## config.mk

```make
export PLATFORM = sky130hd
export DESIGN_NAME = dmem_arbiter
export DESIGN_NICKNAME = d
export VERILOG_FILES = /design/src/rtl/dmem_pkg.sv /design/src/rtl/rr_arb2.sv /design/src/rtl/dmem_arbiter.sv
export SDC_FILE = /design/constraint.sdc
export NUM_CORES = 1
export LEC_CHECK = 0
export CORE_AREA = 2 2 118 120
export DETAILED_ROUTE_END_ITERATION = 10
export DIE_AREA = 0 0 120 122
export PLACE_DENSITY = 0.72
export SLEW_MARGIN = 15
export SYNTH_ARGS = -nofsm -noshare
export SYNTH_HDL_FRONTEND = slang
export SYNTH_HIERARCHICAL = 1
export SYNTH_SLANG_ARGS = --single-unit
export TNS_END_PERCENT = 50
```

## constraint.sdc

```tcl
create_clock -name clk -period 4.35 [get_ports clk]
set_clock_uncertainty 0.2 [all_clocks]
set_input_delay 0.87 -clock clk [delete_from_list [all_inputs] [get_ports clk]]
set_output_delay 0.87 -clock clk [all_outputs]
set_load 0.01 [all_outputs]
```

## src/rtl/dmem_pkg.sv

```systemverilog
// dmem_pkg: shared arbiter state encoding and width defaults for the data-memory arbiter
package dmem_pkg;
  localparam int AW_DEF       = 32;
  localparam int DW_DEF       = 32;
  localparam int LOCK_MAX_DEF = 15;
  typedef enum logic [1:0] {
    ARB_IDLE  = 2'd0,
    ARB_LOCK0 = 2'd1,
    ARB_LOCK1 = 2'd2
  } arb_state_e;
endpackage

```

## src/rtl/rr_arb2.sv

```systemverilog
// rr_arb2: two-way round-robin grant decision with an optional fixed owner while the bus is held
module rr_arb2 (
  input  logic [1:0] req,
  input  logic       last,
  input  logic       hold_en,
  input  logic       hold_id,
  output logic [1:0] gnt
);
  // While held only the owner may win; otherwise a lone requester wins and a tie goes to !last
  always_comb begin
    gnt[0] = hold_en ? req[0] & ~hold_id : req[0] & (~req[1] | last);
    gnt[1] = hold_en ? req[1] & hold_id : req[1] & (~req[0] | ~last);
  end
endmodule

```

## src/rtl/dmem_arbiter.sv

```systemverilog
// dmem_arbiter: round-robin sharing of the single-port data memory between m0 (core) and m1 (debug/DMA),
// with bus lock for atomic RMW and registered read return. Optional saturating performance counters
// are built when DMEM_ARB_PERF_EN is defined.
module dmem_arbiter
  import dmem_pkg::*;
#(
  parameter int AW       = AW_DEF,
  parameter int DW       = DW_DEF,
  parameter int LOCK_MAX = LOCK_MAX_DEF
) (
  input  logic          clk,
  input  logic          rst,
  input  logic          m0_req,
  input  logic          m0_we,
  input  logic          m0_lock,
  input  logic [AW-1:0] m0_addr,
  input  logic [DW-1:0] m0_wdata,
  output logic          m0_gnt,
  output logic [DW-1:0] m0_rdata,
  output logic          m0_rvalid,
  input  logic          m1_req,
  input  logic          m1_we,
  input  logic          m1_lock,
  input  logic [AW-1:0] m1_addr,
  input  logic [DW-1:0] m1_wdata,
  output logic          m1_gnt,
  output logic [DW-1:0] m1_rdata,
  output logic          m1_rvalid,
  output logic          mem_we,
  output logic [AW-1:0] mem_addr,
  output logic [DW-1:0] mem_wdata,
  input  logic [DW-1:0] mem_rdata
`ifdef DMEM_ARB_PERF_EN
  ,
  output logic [15:0]   perf_gnt0,
  output logic [15:0]   perf_gnt1,
  output logic [15:0]   perf_conflict
`endif
);
  localparam int CW = $clog2(LOCK_MAX + 1);

  arb_state_e    state_q, state_d;
  logic          last_q, last_d;
  logic [CW-1:0] cnt_q, cnt_d, cnt_inc;
  logic [1:0]    arb_gnt, gnt, rvalid_q, rvalid_d;
  logic [DW-1:0] rdata0_q, rdata1_q;
  logic          gid, glock;

  rr_arb2 u_arb (
    .req     ({m1_req, m0_req}),
    .last    (last_q),
    .hold_en (state_q != ARB_IDLE),
    .hold_id (state_q == ARB_LOCK1),
    .gnt     (arb_gnt)
  );

  assign gnt     = rst ? 2'b00 : arb_gnt;
  assign m0_gnt  = gnt[0];
  assign m1_gnt  = gnt[1];
  assign gid     = gnt[1];
  assign glock   = gid ? m1_lock : m0_lock;
  assign cnt_inc = (state_q == ARB_IDLE) ? CW'(1) : cnt_q + CW'(1);

  // Granted master drives the memory; everything is zero when nobody is granted
  always_comb begin
    mem_we    = gnt[0] ? m0_we : gnt[1] & m1_we;
    mem_addr  = gnt[0] ? m0_addr : gnt[1] ? m1_addr : '0;
    mem_wdata = gnt[0] ? m0_wdata : gnt[1] ? m1_wdata : '0;
  end

  // Next state: every grant updates last; locked grants enter or extend the lock until the cap forces release
  always_comb begin
    state_d = state_q;
    last_d  = last_q;
    cnt_d   = cnt_q;
    if (|gnt) begin
      last_d  = gid;
      state_d = (glock && cnt_inc < CW'(LOCK_MAX)) ? (gid ? ARB_LOCK1 : ARB_LOCK0) : ARB_IDLE;
      cnt_d   = (state_d == ARB_IDLE) ? '0 : cnt_inc;
    end
  end

  // Arbitration state register
  always_ff @(posedge clk or posedge rst) begin
    if (rst) begin
      state_q <= ARB_IDLE;
      last_q  <= 1'b1;
      cnt_q   <= '0;
    end else begin
      state_q <= state_d;
      last_q  <= last_d;
      cnt_q   <= cnt_d;
    end
  end

  assign rvalid_d = gnt & ~{m1_we, m0_we};

  // Read return: capture memory data at the grant edge and pulse rvalid for one cycle
  always_ff @(posedge clk or posedge rst) begin
    if (rst) begin
      rvalid_q <= '0;
      rdata0_q <= '0;
      rdata1_q <= '0;
    end else begin
      rvalid_q <= rvalid_d;
      if (rvalid_d[0]) rdata0_q <= mem_rdata;
      if (rvalid_d[1]) rdata1_q <= mem_rdata;
    end
  end

  assign m0_rvalid = rvalid_q[0];
  assign m1_rvalid = rvalid_q[1];
  assign m0_rdata  = rdata0_q;
  assign m1_rdata  = rdata1_q;

`ifdef DMEM_ARB_PERF_EN
  logic [15:0] perf_gnt0_q, perf_gnt1_q, perf_conflict_q;

  // Saturating grant and contention counters
  always_ff @(posedge clk or posedge rst) begin
    if (rst) begin
      perf_gnt0_q     <= '0;
      perf_gnt1_q     <= '0;
      perf_conflict_q <= '0;
    end else begin
      perf_gnt0_q     <= perf_gnt0_q + 16'(gnt[0] && perf_gnt0_q != 16'hFFFF);
      perf_gnt1_q     <= perf_gnt1_q + 16'(gnt[1] && perf_gnt1_q != 16'hFFFF);
      perf_conflict_q <= perf_conflict_q + 16'(m0_req && m1_req && perf_conflict_q != 16'hFFFF);
    end
  end

  assign perf_gnt0     = perf_gnt0_q;
  assign perf_gnt1     = perf_gnt1_q;
  assign perf_conflict = perf_conflict_q;
`endif
endmodule
```

# After elaboration in Yosys (flattened, before gate mapping)
# Cells that the tools add are included.
# W data, S select, Z words.
classes:
  add_sub_neg: 1
  order_cmp: 1
  eq_ne: 1
  muxes: 13
  bitwise_logic: 13
  n_reduce_logical: 5
ops:
  columns: ["cell", "n"]
  rows:
  - ["$mux W32", 4]
  - ["$mux W4", 2]
  - ["$mux W2", 3]
  - ["$and A1 B1 Y1", 5]
  - ["$add A4 B1 Y4 const B", 1]
  - ["$logic_not A2 Y1", 2]
  - ["$lt A4 B4 Y1 const B", 1]
  - ["$mux W1", 4]
  - ["$not A1 Y1", 4]
  - ["$and A2 B2 Y2", 1]
  - ["$eq A2 B2 Y1 const B", 1]
  - ["$not A2 Y2", 1]
  - ["$or A1 B1 Y1", 2]
  - ["$reduce_bool A2 Y1", 1]
  - ["$reduce_or A2 Y1", 1]
  - ["$logic_and A1 B1 Y1", 1]
word_totals:
  reg_bits: 73
  input_bits: 168
  output_inout_bits: 133
  elab_cells: 40

# Depth between registers and ports, before layout
# Gate-level depths: netlist (run 1).
logic_depth:
  depth_word: 10
  depth_mapped: 9
  mapped_depth_nobuf: 8

# Modules after synthesis
# The synthesis (run 1) kept the hierarchy.
by_module_without_submodules:
  columns: ["mod", "n_inst", "cells_per_inst", "area_per_inst_um2", "seq_area_each_um2"]
  rows:
  - ["dmem_arbiter", 1, 263, 3545.9, 1828.0]
  - ["rr_arb2", 1, 6, 36.3, 0.0]

# Least setup slack after synthesis (run 1)
# OpenSTA, ideal clock, no wires.
synth_path:
  path_kind: "input to output"
  startpoint: "input port rst"
  endpoint: "output port mem_wdata[10]"
  t_arrival_ps: 3375
  required_ps: 3280
  setup_slack_ps: -95
  path_stages: 6
  n_path_buf: 2
  cell_sequence: "inv_1 > nand2_2 > inv_2 > buf_4 > buf_2 > a22o_1"
synth_via:
  elab_chain_len: 3
synth_rtl:
  columns: ["element", "line_no", "rtl"]
  rows:
  - ["start, declared", "dmem_arbiter.sv:12", "input logic rst,"]
  - ["$mux W2 (*)", "dmem_arbiter.sv:57", "assign gnt = rst ? 2'b00 : arb_gnt;"]
  - ["$mux W32", "dmem_arbiter.sv:68", "mem_wdata = gnt[0] ? m0_wdata : gnt[1] ? m1_wdata : '0;"]
  - ["$mux W32 (*)", "dmem_arbiter.sv:68", null]
  - ["end, declared", "dmem_arbiter.sv:31", "output logic [DW-1:0] mem_wdata,"]
# Mark *: on every way between the ends. The rest lies on a longest branch, timed or not.

# Worst setup path after layout (run 1)
layout_path:
  startpoint: "input port m0_req"
  endpoint: "output port mem_wdata[18]"
layout_via:
  elab_chain_len: 7
  word_cells_on_any_way: 10
  cone_classes: "mux (5); bitwise (5)"
layout_rtl:
  columns: ["element", "line_no", "rtl"]
  rows:
  - ["start, declared", "dmem_arbiter.sv:13", "input logic m0_req,"]
  - ["$not A1 Y1", "rr_arb2.sv:12", "gnt[1] = hold_en ? req[1] & hold_id : req[1] & (~req[0] | ~last);"]
  - ["$or A1 B1 Y1", "rr_arb2.sv:12", null]
  - ["$and A1 B1 Y1", "rr_arb2.sv:12", null]
  - ["$mux W1", "rr_arb2.sv:12", null]
  - ["named net arb_gnt[1]", "dmem_arbiter.sv:45", "logic [1:0] arb_gnt, gnt, rvalid_q, rvalid_d;"]
  - ["$mux W2", "dmem_arbiter.sv:57", null]
  - ["$mux W32 (2 in series)", "dmem_arbiter.sv:68", null]
# The timed path passes the listed nets, and every way through them passes these cells.

==> results.toml, run 1 <==
[outcome]
status = "finished, final reports clean"

[power_and_ir_drop]
p_comb_share_pct = 52.0
p_per_area_nw_per_um2 = 544
leakagePower_nw = 2.89
swShare_pct = 32.1
p_sw_w = 0.00124
intPower_w = 0.00262
p_clk_share_pct = 17.3
p_seq_share_pct = 30.6
ir_drop_v = 0.000247

[die]
core-area_sq_um = 13500
die_w_um = 120
start_util_pct = 26.5
dieHeight_um = 122
io_pins = 301
num_rows = 43
die-area_sq_um = 14600

[cts]
clock_sinks = 73
cts_setup_buffers = 0
clk_latency_ns = 0.33
cts_hold_buf = 0
cts.htree.levels = 3
cts_resized = 0
tritoncts = "done"
path_clk_slew_ns = 0.06
cts_root_buffer = "clkbuf_16"
clockBufferDepth = 2
tritoncts.num_buffers = 9

[global_route]
grt_pass1_wl_mm = 21.1
grt_max_degree = 75
grt_remaining_overflow = 0
grt_pass1_vias = 3683
grt_usage_pct = 19.1
antenna_found_initial = 0

[timing]
max_freq_ghz = 0.237
hold_viol = 0
fin_crit_sh_pct = 97.0
rsz0062_at_grt = "false"
tightestPinTransition_ns = 0.911
setup_tns_ns = 0
slew_violations = 0
fin_crit_ns = 4.22
setup_violations = 0
hold_slack_ns = 0.275
fin_ws_ns = 0.129
max_slew_margin_pct = 39.3

[synth]
synth_ff_type = "dfrtp_1"
async_reset_ff_share_pct = 100
ys_seq_elements = 73
syn_inst = 269
synth_seq_area_share_pct = 51.0
synth_cell_types = 36
synth.net_count = 438
syn_area_sq_um = 3580
synth_edf_count = 0
ys.warnings.count = 6
synth_area_per_cell_sq_um = 13.3

[worst_setup_path]
worstReg2RegEnd = "m1_rdata[24]$_DFFE_PP0P_"
cp_data_arrival_time_ns = 3.15
endpoint_kind = "output pin"
worstPathRequired_ns = 3.28
path_class = "in -> out"
cp_num_buf_inv = 3
start_kind = "input port"
path_common_cell = "clkdlybuf4s50_1"
startpoint = "m0_req"
cp_max_fo = 28
crit_chain = "clkdlybuf4s50_1, nand2_1, o211a_1, nand2b_1, nor2_4, buf_12, a22o_1, clkdlybuf4s50_1"
rrSetupSlack_ns = 1.56
r2r_start = "state_q[0]$_DFFE_PP0P_"
cp.depth = 8
ff2ff_path_depth = 8
slowest_stage = "clkdlybuf4s50_1"
crit_family = "buffers and inverters"
cp_slowest_stage_delay_ns = 0.53
critPathCapture = "mem_wdata[18]"

[drt]
post_drt_wl_per_cell_um = 19.5
drc = 0
ant_nets = 0
wl_mm = 14.7
vias = 3533
first_pass_iters = 7
first_iter_violations = 168
drt-vias-per-instance = 4.67

[finish]
nNetsFinal = 740
synthToLayoutAreaGrowth_pct = 97.8
n_antenna_cell = 0
drive_gt1_share_pct = 6.77
final_common_cell = "clkdlybuf4s50_1"
final_core_util_pct = 52.5
n_fill_cell = 1163
layout_common_cells = "clkdlybuf4s50_1, dfrtp_1, a22o_1"

[placement]
port-buffer-count = 300
place_hpwl_mm = 11.5
dp_worst_setup_slack_ns = -0.00491
globalplace.congestion = 0.939

[run]
drv_cap = 0

[worst_hold_path]
hp-class = "reg -> reg"
## area by class of cell
cell class / count / area, sq um / share of cell area, %
flip-flops and latches: 73 / 1830 / 25.8
clock buffers: 12 / 246 / 3.48
clock inverters: 4 / 27.5 / 0.389
multi-input cells: 173 / 1620 / 22.8
inverters: 4 / 18.8 / 0.265
repair buffers: 310 / 3120 / 44.0
well taps: 180 / 225 / 3.18
## metrics by stage
stage	cells	total power, W	instance area, sq um
after floorplan	269	0.00197	3590
after global placement	738	0.00314	6780
after detailed placement	738	0.00319	6780
after CTS	755	0.00389	7060
after global routing	756	0.00409	7080
final	756	0.00385	7080
## registers in the layout, summed over array words and instances, names as in the netlist
register	count
state_q	2
rvalid_q	2
m0_rdata	32
m1_rdata	32
last_q	1
cnt_q	4
## worst register-to-register path, cell delays in order, from the launching register on
cell      delay [ns]
dfrtp_1         0.38
or2_1           0.32
nand2b_1        0.11
o211a_1         0.16
nand2b_1        0.17
buf_4           0.22
nor2_4          0.31
buf_4           0.41
mux2_1          0.38
## worst min-delay path by stage
stage	startpoint	end	slack (ns)	depth (start not counted)
finish	last_q$_DFFE_PP1P_	last_q$_DFFE_PP1P_	0.28	2
global route	last_q$_DFFE_PP1P_	last_q$_DFFE_PP1P_	0.29	2
CTS	last_q$_DFFE_PP1P_	last_q$_DFFE_PP1P_	0.28	2
detailed placement	last_q$_DFFE_PP1P_	last_q$_DFFE_PP1P_	0.27	2
global placement	last_q$_DFFE_PP1P_	last_q$_DFFE_PP1P_	0.26	2
floorplan	last_q$_DFFE_PP1P_	last_q$_DFFE_PP1P_	0.25	2
## power groups by stage
| stage | combinational [W] | sequential, W | clock (W) |
|---|---|---|---|
| after floorplan | 0.000650 | 0.00132 | 0 |
| after detailed placement | 0.00200 | 0.00119 | 0 |
| after global placement | 0.00197 | 0.00117 | 0 |
| final | 0.00200 | 0.00118 | 0.000667 |
| after CTS | 0.00202 | 0.00118 | 0.000691 |
| after global routing | 0.00214 | 0.00123 | 0.000726 |
## kinds of logic after synthesis
kind of cell / Yosys count / share of synthesized area, %
AO/OA/AOI/OAI: 79 / 19.0
flip-flops: 73 / 51.0
multiplexers: 65 / 20.4
AND/OR/NAND/NOR: 26 / 4.99
buffers and inverters: 24 / 3.98
XOR/XNOR: 1 / 0.245
adder cells (fa/ha/maj): 1 / 0.349
## routing by layer
metal  GRT usage, %  vias to the layer above  routed length (um)
li1               -                     1638                   -
met1           25.0                     1707                6200
met2           29.6                      168                7020
met3           6.69                       20                1210
met4           6.32                        0                 295
met5              0                        -                   0
## repair_timing
item | 4_1_cts | 5_1_grt
setup endpoints to repair | 1 | 1
pin swaps | 1 | 0
gates cloned | 1 | 1
## cells in the mapped netlist (all sizes together) (2+ instances only)
cell type,count,share of area [%]
nand2b,3,0.52
nand3b,2,0.42
dfrtp,72,50
a22o,65,16
clkbuf,3,0.31
nand2,6,0.70
mux2,64,20
o21ai,2,0.28
inv,4,0.42
a21oi,3,0.42
nor2b,2,0.35
a32o,5,1.5
buf,17,3.2
nand3,2,0.28
nor2,6,1.3
No activity file was read; power rests on OpenSTA's default activity.
==> inputs of run 2 (changes only) <==
--- a/config.mk
+++ b/config.mk
@@ -5,10 +5,10 @@
 export SDC_FILE = /design/constraint.sdc
 export NUM_CORES = 1
 export LEC_CHECK = 0
-export CORE_AREA = 2 2 118 120
+export CORE_AREA = 2 2 117 119
 export DETAILED_ROUTE_END_ITERATION = 10
-export DIE_AREA = 0 0 120 122
-export PLACE_DENSITY = 0.72
+export DIE_AREA = 0 0 119 121
+export PLACE_DENSITY = 0.7
 export SLEW_MARGIN = 15
 export SYNTH_ARGS = -nofsm -noshare
 export SYNTH_HDL_FRONTEND = slang
==> constraint.sdc (replaced) <==
create_clock -name clk -period 4.8 [get_ports clk]
set_clock_uncertainty 0.2 [all_clocks]
set_input_delay 0.96 -clock clk [delete_from_list [all_inputs] [get_ports clk]]
set_output_delay 0.96 -clock clk [all_outputs]
set_load 0.01 [all_outputs]
==> run 2 against run 1 <==
Compared with the run above: clock-buffer cell count fell by 2; setup slack improved by 0.32 ns; clock power rose by 6.4%; non-clock buffer count fell by 4; global-route usage rose by 0.85 points; die area fell by 1.6%; first-iteration DRC count rose by 23%; core utilization rose by 1.5 points; sequential cell count did not move; combinational power fell by 11%; final cell count fell by 1.2%; critical endpoint is now mem_wdata[31]; largest power group unchanged.
==> results.toml, run 2 (synthesis results as in run 1) <==
[placement]
dp_worst_setup_slack_ns = 0.471
place_hpwl_mm = 11.7
port-buffer-count = 300
globalplace.congestion = 0.894

[power_and_ir_drop]
ir_drop_v = 0.000197
p_clk_share_pct = 19.9
intPower_w = 0.00245
p_comb_share_pct = 50.2
swShare_pct = 31.4
p_seq_share_pct = 29.9
total_power_w = 0.00356
p_per_area_nw_per_um2 = 504
leakagePower_nw = 2.88
p_sw_w = 0.00112

[die]
start_util_pct = 27.4
num_rows = 42
die_w_um = 119
dieHeight_um = 121
die-area_sq_um = 14400
io_pins = 301
core-area_sq_um = 13100

[worst_setup_path]
endpoint_kind = "output pin"
path_class = "in -> out"
start_kind = "input port"
cp_data_arrival_time_ns = 3.19
cp_max_fo = 64
worstPathRequired_ns = 3.64

[timing]
hold_viol = 0
rsz0062_at_grt = "false"
max_slew_margin_pct = 32.0
slew_violations = 0
max_freq_ghz = 0.230
fin_ws_ns = 0.447
setup_tns_ns = 0
tightestPinTransition_ns = 1.02
fin_crit_ns = 4.35
setup_violations = 0
fin_crit_sh_pct = 90.7

[drt]
ant_nets = 0
vias = 3525
first_iter_violations = 207
post_drt_wl_per_cell_um = 19.6
drt-vias-per-instance = 4.72
wl_mm = 14.6
drc = 0
first_pass_iters = 5

[cts]
clock_sinks = 73
cts_root_buffer = "clkbuf_16"
path_clk_slew_ns = 0.06
cts_setup_buffers = 0
cts_hold_buf = 0
clk_latency_ns = 0.33
tritoncts.num_buffers = 9
clockBufferDepth = 2
cts.htree.levels = 3
tritoncts = "done"
cts_resized = 0

[global_route]
grt_usage_pct = 20.0
grt_pass1_wl_mm = 21.9
grt_pass1_vias = 3785
grt_remaining_overflow = 0
grt_max_degree = 75
antenna_found_initial = 0

[finish]
drive_gt1_share_pct = 6.13
layout_common_cells = "clkdlybuf4s50_1, dfrtp_1, a22o_1"
n_fill_cell = 1118
nNetsFinal = 735
final_common_cell = "clkdlybuf4s50_1"
n_antenna_cell = 0
synthToLayoutAreaGrowth_pct = 97.3

[run]
drv_cap = 0

[worst_hold_path]
hp-class = "reg -> reg"

[outcome]
status = "finished, final reports clean"
## run 2: cell count changes in the layout (fill, tap and decap cells not counted)
cell	before	now
buf_4	7	4
bufinv_16	0	2
clkbuf_1	2	1
clkbuf_16	10	9
clkbuf_8	1	0
clkinv_2	2	1
inv_2	2	3
nor2_2	2	1
## run 2: cell type report
class / count / area [sq um] / share of cell area, %
multi-input cells: 172 / 1610 / 22.8
well taps: 176 / 220 / 3.12
flip-flops and latches: 73 / 1830 / 25.9
clock buffers: 10 / 229 / 3.24
clock inverters: 6 / 90.1 / 1.27
repair buffers: 306 / 3070 / 43.5
inverters: 4 / 15.0 / 0.212
## run 2: routing by layer
layer	track usage (%)	share of wire (%)	up-vias
met5	0	0	-
met3	8.65	9.6	23
met4	5.88	2.1	0
met1	24.8	41	1696
li1	-	-	1638
met2	31.5	47	168
## run 2: path summary, 6_finish.rpt
check	startpoint	depth (start not counted)	slack [ns]	to
max	m0_req	8	0.45	mem_wdata[31]
max in group asynchronous	rst	3	2.64	m0_rdata[23]$_DFFE_PP0P_
min reg2reg	last_q$_DFFE_PP1P_	2	0.27	last_q$_DFFE_PP1P_
max reg2reg	state_q[0]$_DFFE_PP0P_	6	1.95	m1_rdata[28]$_DFFE_PP0P_
min	last_q$_DFFE_PP1P_	2	0.27	last_q$_DFFE_PP1P_
min in group asynchronous	rst	3	1.13	cnt_q[0]$_DFFE_PP0P_
## run 2: power by group through the flow
stage	logic, W	registers, W	clock network [W]
3_3_place_gp	0.00177	0.00106	0
4_1_cts	0.00181	0.00107	0.000731
6_report	0.00179	0.00107	0.000710
3_5_place_dp	0.00180	0.00108	0
5_1_grt	0.00191	0.00111	0.000762
2_1_floorplan	0.000589	0.00120	0
## run 2: stage by stage
stage / instances / util, % / area [sq um] / hold WS (ns)
final: 747 / 54.0 / 7070 / 0.271
after detailed placement: 731 / 51.6 / 6750 / 0.265
after global routing: 747 / 54.0 / 7070 / 0.293
after CTS: 747 / 54.0 / 7070 / 0.273
after global placement: 731 / 51.6 / 6750 / 0.267
after floorplan: 269 / - / 3580 / 0.247
## run 2: critical path, cell delays in order
cell,delay (ns)
clkdlybuf4s50_1,0.43
nand2_1,0.08
o211a_1,0.20
nand2b_1,0.24
nor2_4,0.17
buf_12,0.27
a22o_1,0.23
clkdlybuf4s50_1,0.58
==> inputs of run 3 (changes only) <==
--- a/config.mk
+++ b/config.mk
@@ -9,6 +9,7 @@
 export DETAILED_ROUTE_END_ITERATION = 10
 export DIE_AREA = 0 0 119 121
 export PLACE_DENSITY = 0.7
+export SETUP_SLACK_MARGIN = 0.3
 export SLEW_MARGIN = 15
 export SYNTH_ARGS = -nofsm -noshare
 export SYNTH_HDL_FRONTEND = slang
==> constraint.sdc (replaced) <==
create_clock -name clk -period 4.8 [get_ports clk]
set_clock_uncertainty 0.2 [all_clocks]
set_input_delay 0.96 -clock clk [delete_from_list [all_inputs] [get_ports clk]]
set_output_delay 0.96 -clock clk [all_outputs]
set_load 0.05 [all_outputs]
==> run 3 against run 2 <==
Compared with the run above: register-to-register slack better by 0.08 ns; combinational power up 65%; total power up 33%; core utilization down 1.3 points; sequential power about the same; final cell count up 0.13%; critical path depth unchanged; routed wire length down 4.1%; hold slack better by 0.012 ns; global-route usage down 1.1 points; setup slack better by 0.17 ns; clock-buffer cell count unchanged; largest power group unchanged.
==> results.toml, run 3 (synthesis results as in run 1) <==
[outcome]
status = "finished, final reports clean"

[timing]
rsz0062_at_grt = "false"
hold_slack_ns = 0.283
slew_violations = 0
fin_crit_sh_pct = 87.2
setup_violations = 0
fin_ws_ns = 0.615
setup_tns_ns = 0
fin_crit_ns = 4.19
max_freq_ghz = 0.239
max_slew_margin_pct = 37.1
hold_viol = 0
tightestPinTransition_ns = 0.943

[placement]
globalplace.congestion = 0.868
dp_worst_setup_slack_ns = 0.642
place_hpwl_mm = 11.2
port-buffer-count = 300
place_inst = 732

[worst_setup_path]
cp_max_fo = 64
worstReg2RegEnd = "m1_rdata[17]$_DFFE_PP0P_"
start_kind = "input port"
r2r_start = "state_q[0]$_DFFE_PP0P_"
cp_data_arrival_time_ns = 3.03
crit_chain = "clkdlybuf4s50_1, nand2_1, o211a_1, nand2b_1, nor2_4, buf_4, a22o_1, buf_4"
rrSetupSlack_ns = 2.03
slowest_stage = "buf_4"
cp_num_buf_inv = 3
endpoint_kind = "output pin"
crit_family = "buffers and inverters"
ff2ff_path_depth = 7
path_class = "in -> out"
path_common_cell = "buf_4"
cp.depth = 8
cp_slowest_stage_delay_ns = 0.52
worstPathRequired_ns = 3.64

[finish]
layout_common_cells = "clkdlybuf4s50_1, dfrtp_1, buf_4"
final_core_util_pct = 52.7
drive_gt1_share_pct = 17.8
final_cells = 748
nNetsFinal = 736
n_antenna_cell = 0
n_fill_cell = 1159
final_common_cell = "clkdlybuf4s50_1"
synthToLayoutAreaGrowth_pct = 92.6

[die]
die-area_sq_um = 14400
core-area_sq_um = 13100
dieHeight_um = 121
start_util_pct = 27.4
io_pins = 301
die_w_um = 119
num_rows = 42

[power_and_ir_drop]
leakagePower_nw = 3.00
p_per_area_nw_per_um2 = 686
ir_drop_v = 0.000293

[drt]
wl_mm = 14.0
post_drt_wl_per_cell_um = 18.7
ant_nets = 0
first_iter_violations = 193
vias = 3522
drc = 0
first_pass_iters = 4
drt-vias-per-instance = 4.71

[global_route]
grt_max_degree = 75
grt_remaining_overflow = 0
grt_pass1_wl_mm = 20.6
antenna_found_initial = 0
grt_pass1_vias = 3569
grt_usage_pct = 18.9

[worst_hold_path]
min_from = "last_q$_DFFE_PP1P_"
hp-class = "reg -> reg"
min_path_cells = 2
hold_end = "last_q$_DFFE_PP1P_"

[cts]
tritoncts = "done"
cts_resized = 0
cts_hold_buf = 0
path_clk_slew_ns = 0.06
cts_root_buffer = "clkbuf_16"
clockBufferDepth = 2
cts_setup_buffers = 0
tritoncts.num_buffers = 9
clock_sinks = 73
clk_latency_ns = 0.32
cts.htree.levels = 3

[run]
drv_cap = 0
## run 3: worst reg2reg max path, cell delays in order (launching register included)
cell	delay [ns]
dfrtp_1	0.38
or2_1	0.32
nand2b_1	0.11
o211a_1	0.20
nand2b_1	0.21
nor2_4	0.56
buf_4	0.31
mux2_1	0.34
## run 3: how the worst max path moves through the flow
stage / from / to / slack (ns)
after floorplan: rst / mem_we / 0.35
after global placement: m0_req / mem_wdata[21] / 0.67
after detailed placement: m0_req / mem_wdata[21] / 0.64
after CTS: m0_req / mem_wdata[21] / 0.63
after global routing: m0_req / mem_wdata[21] / 0.44
final: m0_req / mem_wdata[21] / 0.61
## run 3: where the power goes
group	total, W	leakage, nW	switching (W)	internal (W)
Clock	0.000715	0.153	0.000259	0.000457
Combinational	0.00295	1.97	0.00192	0.00102
Sequential	0.00107	0.877	0.000156	0.000915
Total	0.00474	3.00	0.00234	0.00240
## run 3: cell type report
type                            count  area, sq um  area share, %
Tap cell                          176          220           3.19
Sequential cell                    73         1830           26.5
Multi-Input combinational cell    172         1610           23.4
Clock inverter                      6         90.1           1.31
Inverter                            4         18.8          0.272
Clock buffer                       10          229           3.32
Timing Repair Buffer              307         2900           42.1
## run 3: through the flow
step | cell area [sq um] | total power (W)
after global routing | 6900 | 0.00493
final | 6900 | 0.00474
after floorplan | 3590 | 0.00299
after detailed placement | 6580 | 0.00404
after CTS | 6900 | 0.00478
after global placement | 6580 | 0.00400
## run 3: per-layer routing
metal / global-route usage [%] / vias to the layer above / part of all wire, %
li1: - / 1634 / -
met1: 25.5 / 1704 / 43
met2: 29.7 / 165 / 47
met3: 5.03 / 19 / 7.5
met4: 5.43 / 0 / 2.0
met5: 0 / - / 0
